**src/rtl/carfield_pkg.sv**
```systemverilog
// Shared Carfield definitions: APB peripheral map, peripheral index enum and
// the APB arbiter FSM state encoding.
package carfield_pkg;

  localparam int unsigned NumApbMst   = 5;
  localparam int unsigned ApbIdxWidth = $clog2(NumApbMst);

  typedef enum logic [ApbIdxWidth-1:0] {
    ApbSysTimer = 3'd0,
    ApbAdvTimer = 3'd1,
    ApbWatchdog = 3'd2,
    ApbCan      = 3'd3,
    ApbHyperbus = 3'd4
  } apb_periph_e;

  // Packed arrays list the highest index first
  localparam logic [NumApbMst-1:0][31:0] ApbBase = {
    32'h2000_9000, 32'h2000_1000, 32'h2000_7000, 32'h2000_5000, 32'h2000_4000
  };
  localparam logic [NumApbMst-1:0][31:0] ApbSize = {NumApbMst{32'h0000_1000}};

  function automatic logic [NumApbMst-1:0][31:0] calcApbEnd();
    logic [NumApbMst-1:0][31:0] e;
    for (int unsigned k = 0; k < NumApbMst; k++) e[k] = ApbBase[k] + ApbSize[k];
    return e;
  endfunction

  localparam logic [NumApbMst-1:0][31:0] ApbEnd = calcApbEnd();

  typedef enum logic [2:0] {
    ArbIdle   = 3'd0,
    ArbSetup  = 3'd1,
    ArbAccess = 3'd2,
    ArbResp   = 3'd3,
    ArbErr    = 3'd4
  } apb_arb_state_e;

endpackage

```
**src/rtl/carfield_apb_addr_decode.sv**
```systemverilog
// Combinational APB address decoder over the Carfield peripheral map;
// the lowest matching index wins when ranges overlap.
module carfield_apb_addr_decode
  import carfield_pkg::*;
#(
  parameter int unsigned AddrWidth = 32
) (
  input  logic [AddrWidth-1:0] addr_i,
  output logic                 hit_c,
  output apb_periph_e          idx_c
);

  // Scan downward so the lowest hitting index is written last
  always_comb begin
    hit_c = 1'b0;
    idx_c = ApbSysTimer;
    for (int k = int'(NumApbMst) - 1; k >= 0; k--) begin
      if (addr_i >= AddrWidth'(ApbBase[k]) && addr_i < AddrWidth'(ApbEnd[k])) begin
        hit_c = 1'b1;
        idx_c = apb_periph_e'(ApbIdxWidth'(k));
      end
    end
  end

endmodule

```
**src/rtl/carfield_apb_arbiter.sv**
```systemverilog
// Round-robin APB arbiter/sequencer for the Carfield peripheral bus.
// Optional ACCESS timeout enabled by `define CARFIELD_APB_ARB_TIMEOUT_EN.
module carfield_apb_arbiter
  import carfield_pkg::*;
#(
  parameter int unsigned NumReq        = 3,
  parameter int unsigned NumApbSlv     = NumApbMst,
  parameter int unsigned AddrWidth     = 32,
  parameter int unsigned DataWidth     = 32,
  parameter int unsigned TimeoutCycles = 256
) (
  input  logic                                  clk_i,
  input  logic                                  rst_i,
  input  logic [NumReq-1:0]                     req_psel_i,
  input  logic [NumReq-1:0]                     req_penable_i,
  input  logic [NumReq-1:0][AddrWidth-1:0]      req_paddr_i,
  input  logic [NumReq-1:0]                     req_pwrite_i,
  input  logic [NumReq-1:0][DataWidth-1:0]      req_pwdata_i,
  input  logic [NumReq-1:0][DataWidth/8-1:0]    req_pstrb_i,
  output logic [NumReq-1:0]                     req_pready_o,
  output logic [NumReq-1:0][DataWidth-1:0]      req_prdata_o,
  output logic [NumReq-1:0]                     req_pslverr_o,
  output logic [NumApbSlv-1:0]                  apb_psel_o,
  output logic                                  apb_penable_o,
  output logic [AddrWidth-1:0]                  apb_paddr_o,
  output logic                                  apb_pwrite_o,
  output logic [DataWidth-1:0]                  apb_pwdata_o,
  output logic [DataWidth/8-1:0]                apb_pstrb_o,
  input  logic [NumApbSlv-1:0]                  apb_pready_i,
  input  logic [NumApbSlv-1:0][DataWidth-1:0]   apb_prdata_i,
  input  logic [NumApbSlv-1:0]                  apb_pslverr_i
);

  localparam int unsigned ReqW = $clog2(NumReq);

  apb_arb_state_e        state, stateNext;
  logic [ReqW-1:0]       lastQ, grantQ, arbIdx;
  logic                  arbValid;
  apb_periph_e           idxQ, decIdx;
  logic                  decHit;
  logic [DataWidth-1:0]  rdataQ;
  logic                  errQ;
  logic                  toExpire;
  logic                  unusedOk;

  // penable is ignored for arbitration; TimeoutCycles only matters with the timeout build
  assign unusedOk = ^{req_penable_i, 32'(TimeoutCycles)};

  // Round-robin search starting just after the last grantee
  always_comb begin
    arbValid = 1'b0;
    arbIdx   = lastQ;
    for (int unsigned i = 1; i <= NumReq; i++) begin
      if (!arbValid && req_psel_i[ReqW'((32'(lastQ) + i) % NumReq)]) begin
        arbValid = 1'b1;
        arbIdx   = ReqW'((32'(lastQ) + i) % NumReq);
      end
    end
  end

  carfield_apb_addr_decode #(
    .AddrWidth (AddrWidth)
  ) uDecode (
    .addr_i (req_paddr_i[arbIdx]),
    .hit_c  (decHit),
    .idx_c  (decIdx)
  );

`ifdef CARFIELD_APB_ARB_TIMEOUT_EN
  localparam int unsigned ToW = $clog2(TimeoutCycles) + 1;
  logic [ToW-1:0] toCnt;

  assign toExpire = (ToW'(toCnt + 1'b1) == ToW'(TimeoutCycles));

  always_ff @(posedge clk_i or posedge rst_i) begin
    if (rst_i) begin
      toCnt <= '0;
    end else if (state == ArbSetup) begin
      toCnt <= '0;
    end else if (state == ArbAccess && !apb_pready_i[idxQ]) begin
      toCnt <= ToW'(toCnt + 1'b1);
    end
  end
`else
  assign toExpire = 1'b0;
`endif

  always_ff @(posedge clk_i or posedge rst_i) begin
    if (rst_i) state <= ArbIdle;
    else       state <= stateNext;
  end

  always_comb begin
    stateNext = state;
    case (state)
      ArbIdle:   if (arbValid) stateNext = decHit ? ArbSetup : ArbErr;
      ArbSetup:  stateNext = ArbAccess;
      ArbAccess: if (apb_pready_i[idxQ] || toExpire) stateNext = ArbResp;
      ArbResp:   stateNext = ArbIdle;
      ArbErr:    stateNext = ArbIdle;
      default:   stateNext = ArbIdle;
    endcase
  end

  // Grant capture and response registers
  always_ff @(posedge clk_i or posedge rst_i) begin
    if (rst_i) begin
      lastQ        <= ReqW'(NumReq - 1);
      grantQ       <= '0;
      idxQ         <= ApbSysTimer;
      apb_paddr_o  <= '0;
      apb_pwrite_o <= 1'b0;
      apb_pwdata_o <= '0;
      apb_pstrb_o  <= '0;
      rdataQ       <= '0;
      errQ         <= 1'b0;
    end else begin
      if (state == ArbIdle && arbValid) begin
        grantQ       <= arbIdx;
        lastQ        <= arbIdx;
        idxQ         <= decIdx;
        apb_paddr_o  <= req_paddr_i[arbIdx];
        apb_pwrite_o <= req_pwrite_i[arbIdx];
        apb_pwdata_o <= req_pwdata_i[arbIdx];
        apb_pstrb_o  <= req_pstrb_i[arbIdx];
      end
      if (state == ArbAccess) begin
        if (apb_pready_i[idxQ]) begin
          rdataQ <= apb_prdata_i[idxQ];
          errQ   <= apb_pslverr_i[idxQ];
        end else if (toExpire) begin
          rdataQ <= '0;
          errQ   <= 1'b1;
        end
      end
    end
  end

  always_comb begin
    apb_psel_o    = '0;
    apb_penable_o = 1'b0;
    req_pready_o  = '0;
    req_prdata_o  = '0;
    req_pslverr_o = '0;
    case (state)
      ArbSetup: apb_psel_o[idxQ] = 1'b1;
      ArbAccess: begin
        apb_psel_o[idxQ] = 1'b1;
        apb_penable_o    = 1'b1;
      end
      ArbResp: begin
        req_pready_o[grantQ]  = 1'b1;
        req_prdata_o[grantQ]  = rdataQ;
        req_pslverr_o[grantQ] = errQ;
      end
      ArbErr: begin
        req_pready_o[grantQ]  = 1'b1;
        req_pslverr_o[grantQ] = 1'b1;
      end
      default: ;
    endcase
  end

endmodule
```
**config.mk**
```make
export PLATFORM = sky130hd
export DESIGN_NAME = carfield_apb_arbiter
export DESIGN_NICKNAME = d
export VERILOG_FILES = /design/src/rtl/carfield_pkg.sv /design/src/rtl/carfield_apb_addr_decode.sv /design/src/rtl/carfield_apb_arbiter.sv
export SDC_FILE = /design/constraint.sdc
export NUM_CORES = 1
export LEC_CHECK = 0
export ABC_AREA = 1
export BUFFER_PORTS_ARGS = -buffer_cell sky130_fd_sc_hd__buf_2
export CAP_MARGIN = 20
export CORE_AREA = 2 2 216 218
export CTS_BUF_LIST = sky130_fd_sc_hd__clkbuf_4 sky130_fd_sc_hd__clkbuf_8 sky130_fd_sc_hd__clkbuf_16
export DETAILED_ROUTE_END_ITERATION = 10
export DIE_AREA = 0 0 218 220
export HOLD_SLACK_MARGIN = 0.02
export SLEW_MARGIN = 0
export SYNTH_ARGS = -nofsm -noshare
export SYNTH_HDL_FRONTEND = slang
export SYNTH_SLANG_ARGS = --single-unit
```
**constraint.sdc**
```tcl
create_clock -name clk_i -period 6.25 [get_ports clk_i]
set_input_delay 0 -clock clk_i [delete_from_list [all_inputs] [get_ports clk_i]]
set_output_delay 0 -clock clk_i [all_outputs]
set_load 0.02 [all_outputs]
```
==> run metrics <==
root buffer selected by CTS=clkbuf_16; worst path required time=6.52 ns; Total GRT Usage=18.1%; Worst-path clk slew=0.10 ns; Setup crit end kind=register; Yosys reg bits=111; Crit Path Class=reg2reg; Post-DP HPWL=34.4 mm; smallest hold slack=0.0480 ns; Final Max Slew Viols=0; row cnt=79; final hold violation count=0; clk_lat worst skew=0.39 ns; Final ANT Viol Nets=0; GR peak layer=met2; first-pass GRT wire length=65.3 mm; worst path bufs/invs=5; synthesized instance count=1234; Worst path top cell family by delay=buffers and inverters; Setup Skew=0.0211 ns; Die H=220 um; met2 usage=30.8%; residual DRC count=0; WL per Instance=18.0 um; crit path max fanout=89; Layout fillers=5022; HP Class=in2reg; top-count cell post-synth=nand2_1; TritonCTS clock tree=yes; status=complete, no violations; top cell type's share of synthesized area=34.0%; Net Count, Synth=1623; max-cap check violation count=0; largest net degree at the start of global routing=98; total CTS buffers=9; via count=11.9k; syn avg cell area=6.56 sq um; Starting Density=17.6%; Synthesis Warnings=0; GPL Wtd Cong=0.918; leakage power figure=6.85 nW; largest cells by area after synthesis=dfrtp_1 34%, nand2_1 10%, nor2_1 8.3%; die width=218 um; gr ovfl total=0; nets@finish=2313; GRT met3 Usage=4.32%; final setup violating endpoints=0; drt pass-1 iters=9; WL final=45.9 mm; routing usage on met1=19.8%; vias per cell=4.67; final worst path period share=70.2%; Synth Flop Type=dfrtp_1; Seq/Total Area, Yosys=34.3%; Setup Fix Bufs, Post-CTS=0; Cell Area, Synth=8090 sq um; CP cell instances=inv_1 -> ha_1 -> inv_2 -> nand2_1 -> nand3_2 -> nand2_4 -> nand2_2 -> nand2_1 -> nand3_2 -> nand2_4 -> buf_4 -> nor2_1 -> o21ai_0 -> dlygate4sd3_1 -> a21oi_1 -> dlygate4sd3_1; Non-Filler Cell Area, Final=13800 sq um; critical path launch point type=register; Sink Count=111; Max stage delay on crit path=0.71 ns; PortBufs=558; core area=45900 sq um; fraction of layout cells with a size suffix above 1=33.2%; PD cells=589 nW/um^2; Synth area leader=dfrtp_1; unrepaired setup endpoints after global routing=no; num ports=562; vias in the first global route=11.2k; synthesis-to-layout area growth=70.0%; CP arrival=4.65 ns; CP max-delay cell=buf_4; setup TNS=0 ns; initial antenna violation count=15; Placement Cell Area=11400 sq um; slew margin rel.=35.9%; initial DRC count=668; fin crit period=4.39 ns; H-tree depth=3; clock tree buffer depth=2; Unique masters post-synth=36; DIE AREA=48000 sq um; most frequent cells after synthesis=218 x nand2_1, 179 x nor2_1, 110 x dfrtp_1; Post-synth EDFFs=0; fin util=30.0%; Peak VDD IR=0.580 mV; Post-synth ARST share=100%; measured slew at the worst slew-check pin=0.962 ns; Max Clock Freq=0.228 GHz
worst min-delay path, stage by stage:
cell and delay [ns]:
buf_2 0.10, nand2_1 0.05, nand2_1 0.04, nand2_1 0.11, o21ai_0 0.09
cell families after synthesis:
group,Yosys count,share of synthesized area (%)
flops,111,34.3
compound gates,280,19.9
fa+ha+maj,4,0.618
buf+inv,197,9.71
simple gates,642,35.5
registers in the layout (all words and copies together), names as in the netlist, 2 cells and up:
register	cells
apb_pstrb_o	4
idxQ	3
state	3
apb_pwdata_o	32
lastQ	2
rdataQ	32
apb_paddr_o	32
through the flow:
stage | total power, mW | setup slack, ns | instances
global route | 8.85 | 1.51 | 2547
detailed placement | 6.36 | 1.99 | 2322
global placement | 6.27 | 2.17 | 2322
CTS | 8.04 | 1.94 | 2535
floorplan | 4.89 | 3.25 | 1234
finish | 8.10 | 1.86 | 2549
where the power goes:
part	internal, mW	switching [mW]	leakage [nW]
Combinational	2.36	3.95	5.35
Clock	0.289	0.339	0.151
Sequential	1.01	0.154	1.35
Total	3.65	4.44	6.85
final cells by class:
class	count	area (sq um)	share of cell area, %
timing repair buffer	772	4910	35.7
multi-input combinational	926	4570	33.2
sequential	111	2780	20.2
tap	607	759	5.52
inverter	104	397	2.88
clock buffer	9	225	1.64
clock inverter	7	86.3	0.628
antenna	13	32.5	0.236
placed cells by master (no fill, tap or decap), types with 3 or more instances in the layout:
cell type,n
ha_1,4
a21oi_1,82
a31oi_1,43
diode_2,13
nor3_1,100
nand3_1,95
clkbuf_16,9
dlygate4sd3_1,197
nor2_4,4
inv_2,5
buf_2,558
buf_4,16
nor2_1,179
dfrtp_1,110
o21ai_0,104
a22o_1,8
nand2_4,3
nor2_2,5
nand2_1,216
clkinv_1,4
clkinv_8,3
nand4_1,4
nand3_2,12
a221oi_1,12
a22oi_1,26
inv_6,3
nand3b_1,7
nand2_2,9
inv_1,93
what timing repair did:
item / 4_1_cts / 5_1_grt
gates resized for setup: 0 / 0
hold buffers: 197 / 0
hold endpoints to repair: 145 / 0
layer usage:
metal  wire length [um]  vias up
met5                 22        -
met4               3110        4
met2              22100      686
met3               3820      113
met1              16900     5555
li1                   -     5550
path summary, 6_finish.rpt:
kind                       depth (start not counted)                           to  slack [ns]                        from
max reg2reg                                       16  apb_pwdata_o[9]$_DFFE_PP0P_        1.86        lastQ[1]$_DFFE_PP1P_
max in group asynchronous                          4  apb_paddr_o[30]$_DFFE_PP0P_        4.82                       rst_i
min                                                5  apb_paddr_o[27]$_DFFE_PP0P_        0.05             req_paddr_i[91]
min reg2reg                                        2   apb_paddr_o[0]$_DFFE_PP0P_        0.49  apb_paddr_o[0]$_DFFE_PP0P_
max                                               16  apb_pwdata_o[9]$_DFFE_PP0P_        1.86        lastQ[1]$_DFFE_PP1P_
min in group asynchronous                          3  apb_pwdata_o[2]$_DFFE_PP0P_        0.23                       rst_i
No activity file was read; power rests on OpenSTA's default activity.
